### src/rtl/recip_engine.sv
// Reciprocal engine: reads a 16-bit divisor from byte memory and writes back
// floor(0x8000 / D) big-endian. D = 0 saturates the result to 0xFFFF.
module recip_engine #(
   parameter int ADDR_W       = 8,
   parameter int OPERAND_ADDR = 8,
   parameter int RESULT_ADDR  = 10
) (
   input  logic              Clk,
   input  logic              Reset,
   input  logic              Start,
   output logic              Ack,
   output logic [ADDR_W-1:0] mem_addr,
   output logic              mem_rd_en,
   input  logic [7:0]        mem_rdata,
   output logic              mem_wr_en,
   output logic [7:0]        mem_wdata
);

   // state  | meaning
   // IDLE   | wait for armed Start falling edge
   // RD_HI  | present divisor high-byte address
   // RD_LO  | present low-byte address, capture high byte
   // CAP    | capture low byte, choose divide or saturate
   // DIV    | 16 restoring-division iterations
   // WR_HI  | write result high byte
   // WR_LO  | write result low byte
   // DONE   | Ack high until Start is seen high
   typedef enum logic [2:0] {
      S_IDLE, S_RD_HI, S_RD_LO, S_CAP, S_DIV, S_WR_HI, S_WR_LO, S_DONE
   } state_t;

   localparam logic [ADDR_W-1:0] OP_HI  = ADDR_W'(OPERAND_ADDR);
   localparam logic [ADDR_W-1:0] OP_LO  = ADDR_W'(OPERAND_ADDR + 1);
   localparam logic [ADDR_W-1:0] RES_HI = ADDR_W'(RESULT_ADDR);
   localparam logic [ADDR_W-1:0] RES_LO = ADDR_W'(RESULT_ADDR + 1);

   state_t      r_state;
   state_t      w_state_nxt;
   logic        r_armed;
   logic        r_ack;
   logic [15:0] r_d;
   logic [15:0] r_rem;
   logic [15:0] r_q;
   logic [3:0]  r_cnt;

   logic [15:0] w_d_cap;
   logic        w_num_bit;
   logic [16:0] w_trial;
   logic        w_ge;
   logic [15:0] w_diff;

   assign w_d_cap   = {r_d[15:8], mem_rdata};
   // Numerator 0x8000 contributes a single 1 on the first iteration only.
   assign w_num_bit = (r_cnt == 4'd15);
   assign w_trial   = {r_rem, w_num_bit};
   assign w_ge      = (w_trial >= {1'b0, r_d});
   // Only used when w_ge, where the true difference is below D and fits 16 bits.
   assign w_diff    = w_trial[15:0] - r_d;

   always_ff @(posedge Clk or posedge Reset) begin
      if (Reset) begin
         r_state <= S_IDLE;
         r_armed <= 1'b0;
         r_ack   <= 1'b0;
         r_d     <= 16'd0;
         r_rem   <= 16'd0;
         r_q     <= 16'd0;
         r_cnt   <= 4'd0;
      end else begin
         r_state <= w_state_nxt;
         case (r_state)
            S_IDLE: begin
               if (Start)
                  r_armed <= 1'b1;
               else if (r_armed)
                  r_armed <= 1'b0;
            end
            S_RD_LO: r_d[15:8] <= mem_rdata;
            S_CAP: begin
               r_d[7:0] <= mem_rdata;
               r_rem    <= 16'd0;
               r_cnt    <= 4'd15;
               r_q      <= (w_d_cap == 16'd0) ? 16'hFFFF : 16'd0;
            end
            S_DIV: begin
               r_rem <= w_ge ? w_diff : w_trial[15:0];
               r_q   <= {r_q[14:0], w_ge};
               r_cnt <= r_cnt - 4'd1;
            end
            S_WR_LO: r_ack <= 1'b1;
            S_DONE: begin
               if (Start) begin
                  r_ack   <= 1'b0;
                  r_armed <= 1'b1;
               end
            end
            default: ;
         endcase
      end
   end

   always_comb begin
      w_state_nxt = r_state;
      mem_addr    = '0;
      mem_rd_en   = 1'b0;
      mem_wr_en   = 1'b0;
      mem_wdata   = 8'd0;
      case (r_state)
         S_IDLE:  if (r_armed && !Start) w_state_nxt = S_RD_HI;
         S_RD_HI: begin
            mem_addr    = OP_HI;
            mem_rd_en   = 1'b1;
            w_state_nxt = S_RD_LO;
         end
         S_RD_LO: begin
            mem_addr    = OP_LO;
            mem_rd_en   = 1'b1;
            w_state_nxt = S_CAP;
         end
         S_CAP:   w_state_nxt = (w_d_cap == 16'd0) ? S_WR_HI : S_DIV;
         S_DIV:   if (r_cnt == 4'd0) w_state_nxt = S_WR_HI;
         S_WR_HI: begin
            mem_addr    = RES_HI;
            mem_wdata   = r_q[15:8];
            mem_wr_en   = 1'b1;
            w_state_nxt = S_WR_LO;
         end
         S_WR_LO: begin
            mem_addr    = RES_LO;
            mem_wdata   = r_q[7:0];
            mem_wr_en   = 1'b1;
            w_state_nxt = S_DONE;
         end
         S_DONE:  if (Start) w_state_nxt = S_IDLE;
         default: w_state_nxt = S_IDLE;
      endcase
   end

   assign Ack = r_ack;

endmodule

### config.mk
export PLATFORM = sky130hd
export DESIGN_NAME = recip_engine
export DESIGN_NICKNAME = d
export VERILOG_FILES = /design/src/rtl/recip_engine.sv
export SDC_FILE = /design/constraint.sdc
export NUM_CORES = 1
export LEC_CHECK = 0
export BUFFER_PORTS_ARGS = -buffer_cell sky130_fd_sc_hd__buf_2
export CORE_MARGIN = 3
export CORE_UTILIZATION = 40
export DETAILED_ROUTE_END_ITERATION = 10
export SLEW_MARGIN = 40
export SYNTH_ARGS = -nofsm -noshare
export SYNTH_HDL_FRONTEND = slang
export SYNTH_SLANG_ARGS = --single-unit
### constraint.sdc
create_clock -name Clk -period 2.45 [get_ports Clk]
set_input_delay 0.49 -clock Clk [delete_from_list [all_inputs] [get_ports Clk]]
set_output_delay 0.49 -clock Clk [all_outputs]
set_load 0.03 [all_outputs]
==> results of run 1 <==
path summary, 6_finish.rpt:
path | cells past startpoint | to | from | slack (ns)
min in group Clk | 3 | r_d[7]$_DFFE_PP0P_ | mem_rdata[7] | 0.39
worst min register to register | 2 | r_q[15]$_DFFE_PP0P_ | r_q[15]$_DFFE_PP0P_ | 0.50
worst max-delay path | 11 | r_rem[14]$_DFFE_PP0P_ | r_cnt[1]$_DFFE_PP0P_ | -0.09
max in group asynchronous | 3 | r_q[0]$_DFFE_PP0P_ | Reset | 1.51
worst min-delay path | 2 | r_q[8]$_DFFE_PP0P_ | Reset | 0.21
worst max register to register | 11 | r_rem[14]$_DFFE_PP0P_ | r_cnt[1]$_DFFE_PP0P_ | -0.09
area by class of cell:
type	count	area [sq um]
inverters	26	97.6
multi-input cells	296	1870
clock buffers	11	141
well taps	105	131
fillers	779	4280
repair buffers	52	334
flip-flops and latches	57	1430
clock inverters	4	20.0
metal layers:
layer / global-route usage, % / vias to the layer above / wire, um / share of wire, %
met1: 24.5 / 1439 / 3870 / 46
met5: 0 / - / 0 / 0
met2: 29.2 / 75 / 4120 / 49
met4: 4.52 / 0 / 65 / 0.77
met3: 4.18 / 8 / 393 / 4.6
li1: - / 1470 / - / -
sequential cells by signal, indices dropped and copies added, names as in the netlist:
| register | flops |
|---|---|
| r_d | 16 |
| r_q | 16 |
| r_rem | 16 |
| r_cnt | 4 |
| r_state | 3 |
| Ack | 1 |
| r_armed | 1 |
what timing repair did:
item	4_1_cts	5_1_grt
hold buffers	0	0
pin swaps	1	7
setup buffers	1	4
cloned	0	0
setup endpoints to repair	4	8
gates resized for setup	7	9
kinds of logic (layout without fill, tap and decap cells):
| logic type | Yosys count | after routing | share of synthesized area, % |
|---|---|---|---|
| buffers and inverters | 52 | 93 | 6.63 |
| and+or+nand+nor | 136 | 136 | 17.7 |
| other | 1 | 5 | 0.109 |
| DFF | 57 | 57 | 41.5 |
| AOI/OAI and AO/OA | 115 | 115 | 21.2 |
| xor gates and xnor gates | 11 | 11 | 2.80 |
| adders and majority gates | 19 | 19 | 7.14 |
| muxes | 10 | 10 | 2.95 |
worst max-delay path: cells and delay by family (launching register included):
| family | cells | cell delay [ns] |
|---|---|---|
| adders and majority gates | 3 | 0.53 |
| and+or+nand+nor | 3 | 0.29 |
| DFF | 1 | 0.38 |
| AOI/OAI and AO/OA | 4 | 1.03 |
| muxes | 1 | 0.22 |
stage by stage:
step | instances | cell area [sq um]
4_1_cts | 547 | 3950
2_1_floorplan | 405 | 3450
3_3_place_gp | 531 | 3750
3_5_place_dp | 531 | 3750
5_1_grt | 551 | 4020
6_report | 551 | 4020
power groups by stage:
stage | registers, W | logic [W] | clock network (W)
3_5_place_dp | 0.00161 | 0.00353 | 0
5_1_grt | 0.00165 | 0.00420 | 0.000812
4_1_cts | 0.00160 | 0.00361 | 0.000774
6_report | 0.00161 | 0.00376 | 0.000755
2_1_floorplan | 0.00151 | 0.00270 | 0
3_3_place_gp | 0.00160 | 0.00349 | 0
Yosys cell counts, types with 2 or more instances:
| cell | instances | area, sq um |
|---|---|---|
| sky130_fd_sc_hd__o21ai_0 | 36 | 180 |
| sky130_fd_sc_hd__dfrtp_1 | 57 | 1430 |
| sky130_fd_sc_hd__a22o_1 | 3 | 26.3 |
| sky130_fd_sc_hd__xor2_1 | 3 | 26.3 |
| sky130_fd_sc_hd__and4_1 | 3 | 26.3 |
| sky130_fd_sc_hd__a21o_1 | 6 | 45.0 |
| sky130_fd_sc_hd__o41a_1 | 2 | 22.5 |
| sky130_fd_sc_hd__a22oi_1 | 24 | 180 |
| sky130_fd_sc_hd__mux2i_1 | 9 | 90.1 |
| sky130_fd_sc_hd__clkbuf_1 | 14 | 52.6 |
| sky130_fd_sc_hd__ha_1 | 18 | 225 |
| sky130_fd_sc_hd__and2_1 | 2 | 12.5 |
| sky130_fd_sc_hd__o21ai_1 | 9 | 45.0 |
| sky130_fd_sc_hd__buf_4 | 7 | 52.6 |
| sky130_fd_sc_hd__nor4b_1 | 2 | 17.5 |
| sky130_fd_sc_hd__nor2_1 | 28 | 105 |
| sky130_fd_sc_hd__nor3_1 | 7 | 35.0 |
| sky130_fd_sc_hd__nor4_1 | 5 | 31.3 |
| sky130_fd_sc_hd__o211ai_1 | 2 | 15.0 |
| sky130_fd_sc_hd__and3_1 | 3 | 18.8 |
| sky130_fd_sc_hd__nand2_1 | 68 | 255 |
| sky130_fd_sc_hd__nand3_1 | 8 | 40.0 |
| sky130_fd_sc_hd__nor2b_1 | 4 | 25.0 |
| sky130_fd_sc_hd__a21oi_1 | 20 | 100 |
| sky130_fd_sc_hd__a31oi_1 | 5 | 31.3 |
| sky130_fd_sc_hd__buf_2 | 5 | 25.0 |
| sky130_fd_sc_hd__xnor2_1 | 8 | 70.1 |
| sky130_fd_sc_hd__inv_1 | 26 | 97.6 |
==> results.cfg, run 1 <==
[run_status]
outcome = finished, violations left
failing_checks = negative setup slack

[synth]
ys_seq_elements = 57
ys_types = 45
syn_avg_cell_area_sq_um = 8.57
ys_warn_count = 0
synth_enable_flop_cells = 0
synth.yosys.seq_area_share_pct = 41.5
synth_ff_type = sky130_fd_sc_hd__dfrtp_1
syn-instance-count = 401
synth_async_sr_flop_share_pct = 100
syn-cell-area_sq_um = 3440

[sta]
slew_violations = 0
finalCriticalPeriod_ns = 2.54
final.setup.tns_ns = -0.155
setup_slack_ns = -0.0903
timing_worst_slew_pin_value_ns = 0.568
timing.slew.headroom_pct = 62.1
clock_skew_ns = 0.00898
holdWs_ns = 0.207
report.final.hold_viol_count = 0
fin_crit_sh_pct = 104
timing.fmax_ghz = 0.394
rsz_0062_raised_after_global_routing = yes
report.final.setup_viol = 2

[grt]
grt_first_pass_wirelength_mm = 14.2
grt_max_degree = 33
grt_usage_pct = 18.0
grt_antenna_before_repair = 0
grt_pass1_vias = 2853
grt_remaining_overflow = 0

[min_path]
hold_path.class = in2async

[clock_network]
cts.sinks = 57
clock_tree.root_cell = sky130_fd_sc_hd__clkbuf_8
cts_max_level = 3
cts_tree = built
path_clk_slew_ns = 0.07
worst_skew_pair_latency_ns = 0.34
max-clock-path-buffers = 2
cts_buffers = 9

[place]
gp_congestion = 0.877
io_buffer_count = 24
place_worst_setup_slack_ns = -0.187
detailed_place_hpwl_mm = 6.06

[die]
die-area_sq_um = 9740
row_count = 33
die_h_um = 98.7
die_width_um = 98.7
io-pin-count = 30
floorplan.core_area_sq_um = 8300
initial_core_util_pct = 41.4

[pwr]
power.switching_w = 0.00286
comb_power_share_pct = 61.4
power.density_nw_per_um2 = 1520
cellLeakagePower_nw = 1.96
vdd_drop_max_mv = 0.570
seq_power_share_pct = 26.2
cellInternalPower_w = 0.00326
power.share.clock_pct = 12.3
power.total_w = 0.00612
power.share.switching_pct = 46.8

[detailed_routing]
vias_per_cell = 5.43
drtIter0Drc = 141
detailroute.via_count = 2992
ant_nets = 0
remaining_design_rule_violation_count = 0
first_pass_iteration_count_of_the_detailed_router = 4
postRouteWirelength_mm = 8.45
detail_route.wl_per_cell_um = 15.3

[worst_setup_path]
path_cells = ha_2 > nand3_4 > ha_4 > fa_2 > nand2b_4 > a21oi_4 > o41a_1 > o41a_1 > a221oi_2 > mux2i_1 > nand2_1
critical_path.startpoint_type = register
worstPathArrival_ns = 2.77
critical-path-max-stage-delay_ns = 0.38
path_common_cell = sky130_fd_sc_hd__o41a_1
critPathSlowestCell = sky130_fd_sc_hd__dfrtp_1
worst_setup_path_end_kind = register
critPathRequiredTime_ns = 2.68
crit_path_max_fanout = 2
critical_path_class = reg2reg

[finish]
num_antenna_cells = 0
finalNetCount = 472
drive_gt1_share_pct = 18.6
syn2layout_area_growth_pct = 17.0
most-common-layout-cells = sky130_fd_sc_hd__nand2_1, sky130_fd_sc_hd__dfrtp_1, sky130_fd_sc_hd__o21ai_0, sky130_fd_sc_hd__nor2_1, sky130_fd_sc_hd__buf_4
postLayoutCoreUtil_pct = 48.4
leading_cell_type_in_the_layout_fill_and_taps_excluded = sky130_fd_sc_hd__nand2_1

[job]
cap_viol_max_count = 0
No activity file was read; power rests on OpenSTA's default activity.
==> inputs of run 2 (changes only) <==
SLEW_MARGIN = 10   (was 40)
clock period = 3.1 ns   (was 2.45 ns; I/O delays follow)
==> run 2 against run 1 <==
The flow now finishes without violations. Fmax decreased by 6.5%. Critical path depth unchanged. Total power shrank 26%. Core utilization down 2.5 points. Highest routed layer unchanged. Combinational power is 28% lower. Via count down 1.3%. Critical path type unchanged. Global-route usage up 0.31 points. Clock power down 22%. Largest cell class unchanged.
==> results.cfg, run 2 (synthesized netlist as in run 1, its figures left out) <==
[pwr]
power.density_nw_per_um2 = 1190
power.total_w = 0.00455
vdd_drop_max_mv = 0.369
cellLeakagePower_nw = 1.86

[sta]
timing.slew.headroom_pct = 44.9
slew_violations = 0
clock_skew_ns = 0.0123
final.setup.tns_ns = 0
setup_slack_ns = 0.382
finalCriticalPeriod_ns = 2.72
rsz_0062_raised_after_global_routing = no
report.final.setup_viol = 0
timing.fmax_ghz = 0.368
fin_crit_sh_pct = 87.7
timing_worst_slew_pin_value_ns = 0.823
report.final.hold_viol_count = 0

[clock_network]
cts_buffers = 9
postCtsSetupRepairBufs = 0
cts_tree = built
path_clk_slew_ns = 0.07
cts-resized-gates = 0
max-clock-path-buffers = 2
cts_hold_repair.buffers = 0
cts_max_level = 3
cts.sinks = 57
worst_skew_pair_latency_ns = 0.34
clock_tree.root_cell = sky130_fd_sc_hd__clkbuf_8

[worst_setup_path]
critPathRequiredTime_ns = 3.33
critical-path-max-stage-delay_ns = 0.43
worstPathArrival_ns = 2.95
rr_endpoint = r_rem[14]$_DFFE_PP0P_
cell_count_of_the_worst_reg_to_reg_path = 11
critical_path.startpoint_type = register
critical_path_class = reg2reg
path_cells = ha_1 > nand3_1 > ha_1 > fa_1 > nand2b_1 > a21oi_2 > o41a_1 > o41a_1 > a221oi_2 > mux2i_1 > nand2_1
critPathSlowestCell = sky130_fd_sc_hd__dfrtp_1
rr_startpoint = r_cnt[0]$_DFFE_PP0P_
crit_path_max_fanout = 5
worst_setup_path_end_kind = register
reg2reg_setup_slack_ns = 0.38

[finish]
finalNetCount = 452
leading_cell_type_in_the_layout_fill_and_taps_excluded = sky130_fd_sc_hd__nand2_1
most-common-layout-cells = sky130_fd_sc_hd__nand2_1, sky130_fd_sc_hd__dfrtp_1, sky130_fd_sc_hd__o21ai_0, sky130_fd_sc_hd__nor2_1, sky130_fd_sc_hd__inv_1
postLayoutCellArea_sq_um = 3810
reg.largest.list = r_d x16, r_q x16, r_rem x16
num_antenna_cells = 0
syn2layout_area_growth_pct = 10.8
finalNonFillerCells = 532
drive_gt1_share_pct = 12.9

[die]
initial_core_util_pct = 41.4
die_width_um = 98.7
die_h_um = 98.7
die-area_sq_um = 9740
row_count = 33
floorplan.core_area_sq_um = 8300
io-pin-count = 30

[grt]
grt_first_pass_wirelength_mm = 14.2
grt_max_degree = 29
grt_antenna_before_repair = 0
grt_pass1_vias = 2800
grt_remaining_overflow = 0
grt_usage_pct = 18.3

[detailed_routing]
ant_nets = 0
detail_route.wl_per_cell_um = 15.8
remaining_design_rule_violation_count = 0
postRouteWirelength_mm = 8.39
first_pass_iteration_count_of_the_detailed_router = 4
vias_per_cell = 5.55
detailroute.via_count = 2954
drtIter0Drc = 128

[job]
cap_viol_max_count = 0

[place]
place_worst_setup_slack_ns = 0.372
io_buffer_count = 24
total_placed_instance_area_sq_um = 3650
gp_congestion = 0.919
detailed_place_hpwl_mm = 6.08
placed_cells = 516

[min_path]
hold_path.class = in2async

[run_status]
outcome = complete, no violations
==> run 2: worst max path at each step <==
stage / startpoint / slack, ns / endpoint / cells past startpoint
finish: r_cnt[0]$_DFFE_PP0P_ / 0.38 / r_rem[14]$_DFFE_PP0P_ / 11
global route: r_d[10]$_DFFE_PP0P_ / 0.16 / r_rem[4]$_DFFE_PP0P_ / 9
CTS: r_cnt[0]$_DFFE_PP0P_ / 0.38 / r_rem[14]$_DFFE_PP0P_ / 11
detailed placement: r_cnt[0]$_DFFE_PP0P_ / 0.37 / r_rem[14]$_DFFE_PP0P_ / 11
global placement: r_cnt[0]$_DFFE_PP0P_ / 0.43 / r_rem[14]$_DFFE_PP0P_ / 11
floorplan: r_state[1]$_DFFE_PP0P_ / 0.46 / mem_addr[1] / 6
==> run 2: routing by layer <==
metal	wire length, um	track usage, %
met5	0	0
met4	76	4.52
met3	373	4.74
met2	3930	28.1
met1	4020	26.0
==> run 2: metrics by stage <==
| stage | hold slack (ns) | utilization (%) |
|---|---|---|
| finish | 0.348 | 45.9 |
| global route | 0.383 | 45.9 |
| CTS | 0.347 | 45.9 |
| floorplan | 0.452 | - |
| global placement | 0.476 | 44.0 |
| detailed placement | 0.486 | 44.0 |
==> run 2: worst max-delay path: cells and delay by family (launching register included) <==
| family | cells | cell delay, ns |
|---|---|---|
| compound gates | 4 | 1.06 |
| fa+ha+maj | 3 | 0.62 |
| flops | 1 | 0.43 |
| mux | 1 | 0.22 |
| simple gates | 3 | 0.31 |
==> run 2: report_power, final <==
part | switching [W] | internal, W
registers | 0.000241 | 0.00103
logic | 0.00164 | 0.00105
clock network | 0.000301 | 0.000285
total | 0.00219 | 0.00236
==> run 2: layout make-up <==
cell class	instances	area, sq um
fillers	813	4490
multi-input cells	296	1810
flip-flops and latches	57	1430
repair buffers	32	193
clock buffers	12	135
well taps	105	131
inverters	26	97.6
clock inverters	4	20.0
==> inputs of run 3 (changes only) <==
CORE_UTILIZATION = 50   (was 40)
PLACE_DENSITY = 0.69   (was unset)
==> run 3 against run 2 <==
Register-to-register slack lost 0.02 ns. Worst hold slack lost 0.088 ns. Core utilization grew 12 points. Clock skew shrank 0.0069 ns. Critical path depth is the same. Flip-flop and latch count is the same. Total power grew 0.34%. Wire length shrank 5.4%. Design area shrank 0.53%. Combinational power shrank 2%. Critical path type unchanged. Highest routed layer unchanged.
==> results.cfg, run 3 (synthesized netlist as in run 1, its figures left out) <==
[run_status]
outcome = complete, no violations

[detailed_routing]
remaining_design_rule_violation_count = 0
detail_route.wl_per_cell_um = 15.8
first_pass_iteration_count_of_the_detailed_router = 5
detailroute.via_count = 2853
vias_per_cell = 5.68
drtIter0Drc = 179
ant_nets = 0
postRouteWirelength_mm = 7.94

[worst_setup_path]
critical_path.startpoint_type = register
cell_count_of_the_worst_reg_to_reg_path = 11
reg2reg_setup_slack_ns = 0.36
worst_setup_path_end_kind = register
crit_path_max_fanout = 5
critical_path_class = reg2reg
critPathRequiredTime_ns = 3.32
worstPathArrival_ns = 2.96

[die]
die-area_sq_um = 7900
initial_core_util_pct = 52.9
row_count = 29
floorplan.core_area_sq_um = 6490
die_width_um = 88.9
io-pin-count = 30
die_h_um = 88.9

[grt]
grt_max_degree = 29
grt_antenna_before_repair = 0
grt_remaining_overflow = 0
grt_first_pass_wirelength_mm = 12.8
grt_usage_pct = 21.2
grt_pass1_vias = 2658

[finish]
multiInputGateArea_sq_um = 1810
leading_cell_type_in_the_layout_fill_and_taps_excluded = sky130_fd_sc_hd__nand2_1
postLayoutCellArea_sq_um = 3790
most-common-layout-cells = sky130_fd_sc_hd__nand2_1, sky130_fd_sc_hd__dfrtp_1, sky130_fd_sc_hd__o21ai_0, sky130_fd_sc_hd__nor2_1, sky130_fd_sc_hd__inv_1
drive_gt1_share_pct = 13.2
num_antenna_cells = 0
syn2layout_area_growth_pct = 10.2
final.fill_count = 588
finalNetCount = 452
ff_latch_area_sq_um = 1430
reg.largest.list = r_d x16, r_q x16, r_rem x16

[clock_network]
cts_buffers = 9
cts_tree = built
postCtsSetupRepairBufs = 0
clock_tree.root_cell = sky130_fd_sc_hd__clkbuf_8
cts-resized-gates = 0
cts_max_level = 3
cts_hold_repair.buffers = 0
max-clock-path-buffers = 2
worst_skew_pair_latency_ns = 0.33
path_clk_slew_ns = 0.06
cts.sinks = 57

[sta]
report.final.setup_viol = 0
timing_worst_slew_pin_value_ns = 0.683
timing.slew.headroom_pct = 54.4
fin_crit_sh_pct = 88.4
final.setup.tns_ns = 0
report.final.hold_viol_count = 0
slew_violations = 0
finalCriticalPeriod_ns = 2.74
timing.fmax_ghz = 0.365
clock_skew_ns = 0.00537
rsz_0062_raised_after_global_routing = no

[pwr]
cellLeakagePower_nw = 1.87
power.density_nw_per_um2 = 1200
power.total_w = 0.00456
vdd_drop_max_mv = 0.511

[place]
total_placed_instance_area_sq_um = 3610
detailed_place_hpwl_mm = 5.75
io_buffer_count = 24
gp_congestion = 0.859

[min_path]
hold_path.class = in2async

[job]
cap_viol_max_count = 0
==> run 3: metrics by stage <==
| step | instances | hold WS (ns) | utilization [%] | setup slack (ns) |
|---|---|---|---|---|
| floorplan | 405 | 0.452 | - | 0.455 |
| global placement | 488 | 0.485 | 55.5 | 0.458 |
| detailed placement | 488 | 0.486 | 55.5 | 0.373 |
| CTS | 502 | 0.257 | 58.3 | 0.357 |
| global route | 502 | 0.259 | 58.3 | 0.185 |
| finish | 502 | 0.261 | 58.3 | 0.361 |
==> run 3: routing by layer <==
layer  track usage (%)  share of wire [%]
met1              27.0                 45
met2              35.5                 51
met3              5.81                3.3
met4              6.04               0.79
met5                 0                  0
==> run 3: path summary, 6_finish.rpt <==
| kind | startpoint | to |
|---|---|---|
| min in group Clk | r_q[15]$_DFFE_PP0P_ | r_q[15]$_DFFE_PP0P_ |
| worst min register to register | r_q[15]$_DFFE_PP0P_ | r_q[15]$_DFFE_PP0P_ |
| worst max register to register | r_cnt[0]$_DFFE_PP0P_ | r_rem[14]$_DFFE_PP0P_ |
| worst max-delay path | r_cnt[0]$_DFFE_PP0P_ | r_rem[14]$_DFFE_PP0P_ |
| max in group asynchronous | Reset | r_q[3]$_DFFE_PP0P_ |
| worst min-delay path | Reset | r_d[8]$_DFFE_PP0P_ |
==> run 3: power breakdown <==
group | leakage [nW] | switching [W] | internal [W] | total, W
combinational | 1.04 | 0.00161 | 0.00102 | 0.00263
sequential | 0.733 | 0.000239 | 0.00103 | 0.00127
clock | 0.0978 | 0.000282 | 0.000379 | 0.000662
==> run 3: cell type report <==
cell class | count | share of cell area, %
clock inverter | 4 | 1.19
sequential | 57 | 37.6
multi-input combinational | 296 | 47.7
timing repair buffer | 32 | 4.76
inverter | 26 | 2.58
clock buffer | 10 | 3.63
tap | 77 | 2.54
==> run 3: critical path, cell delays in order (launching register included) <==
cell	delay, ns
sky130_fd_sc_hd__dfrtp_1	0.43
sky130_fd_sc_hd__ha_1	0.21
sky130_fd_sc_hd__nand3_1	0.10
sky130_fd_sc_hd__ha_1	0.19
sky130_fd_sc_hd__fa_1	0.22
sky130_fd_sc_hd__nand2b_1	0.15
sky130_fd_sc_hd__a21oi_2	0.07
sky130_fd_sc_hd__o41a_1	0.34
sky130_fd_sc_hd__o41a_1	0.37
sky130_fd_sc_hd__a221oi_2	0.27
sky130_fd_sc_hd__mux2i_1	0.21
sky130_fd_sc_hd__nand2_1	0.08
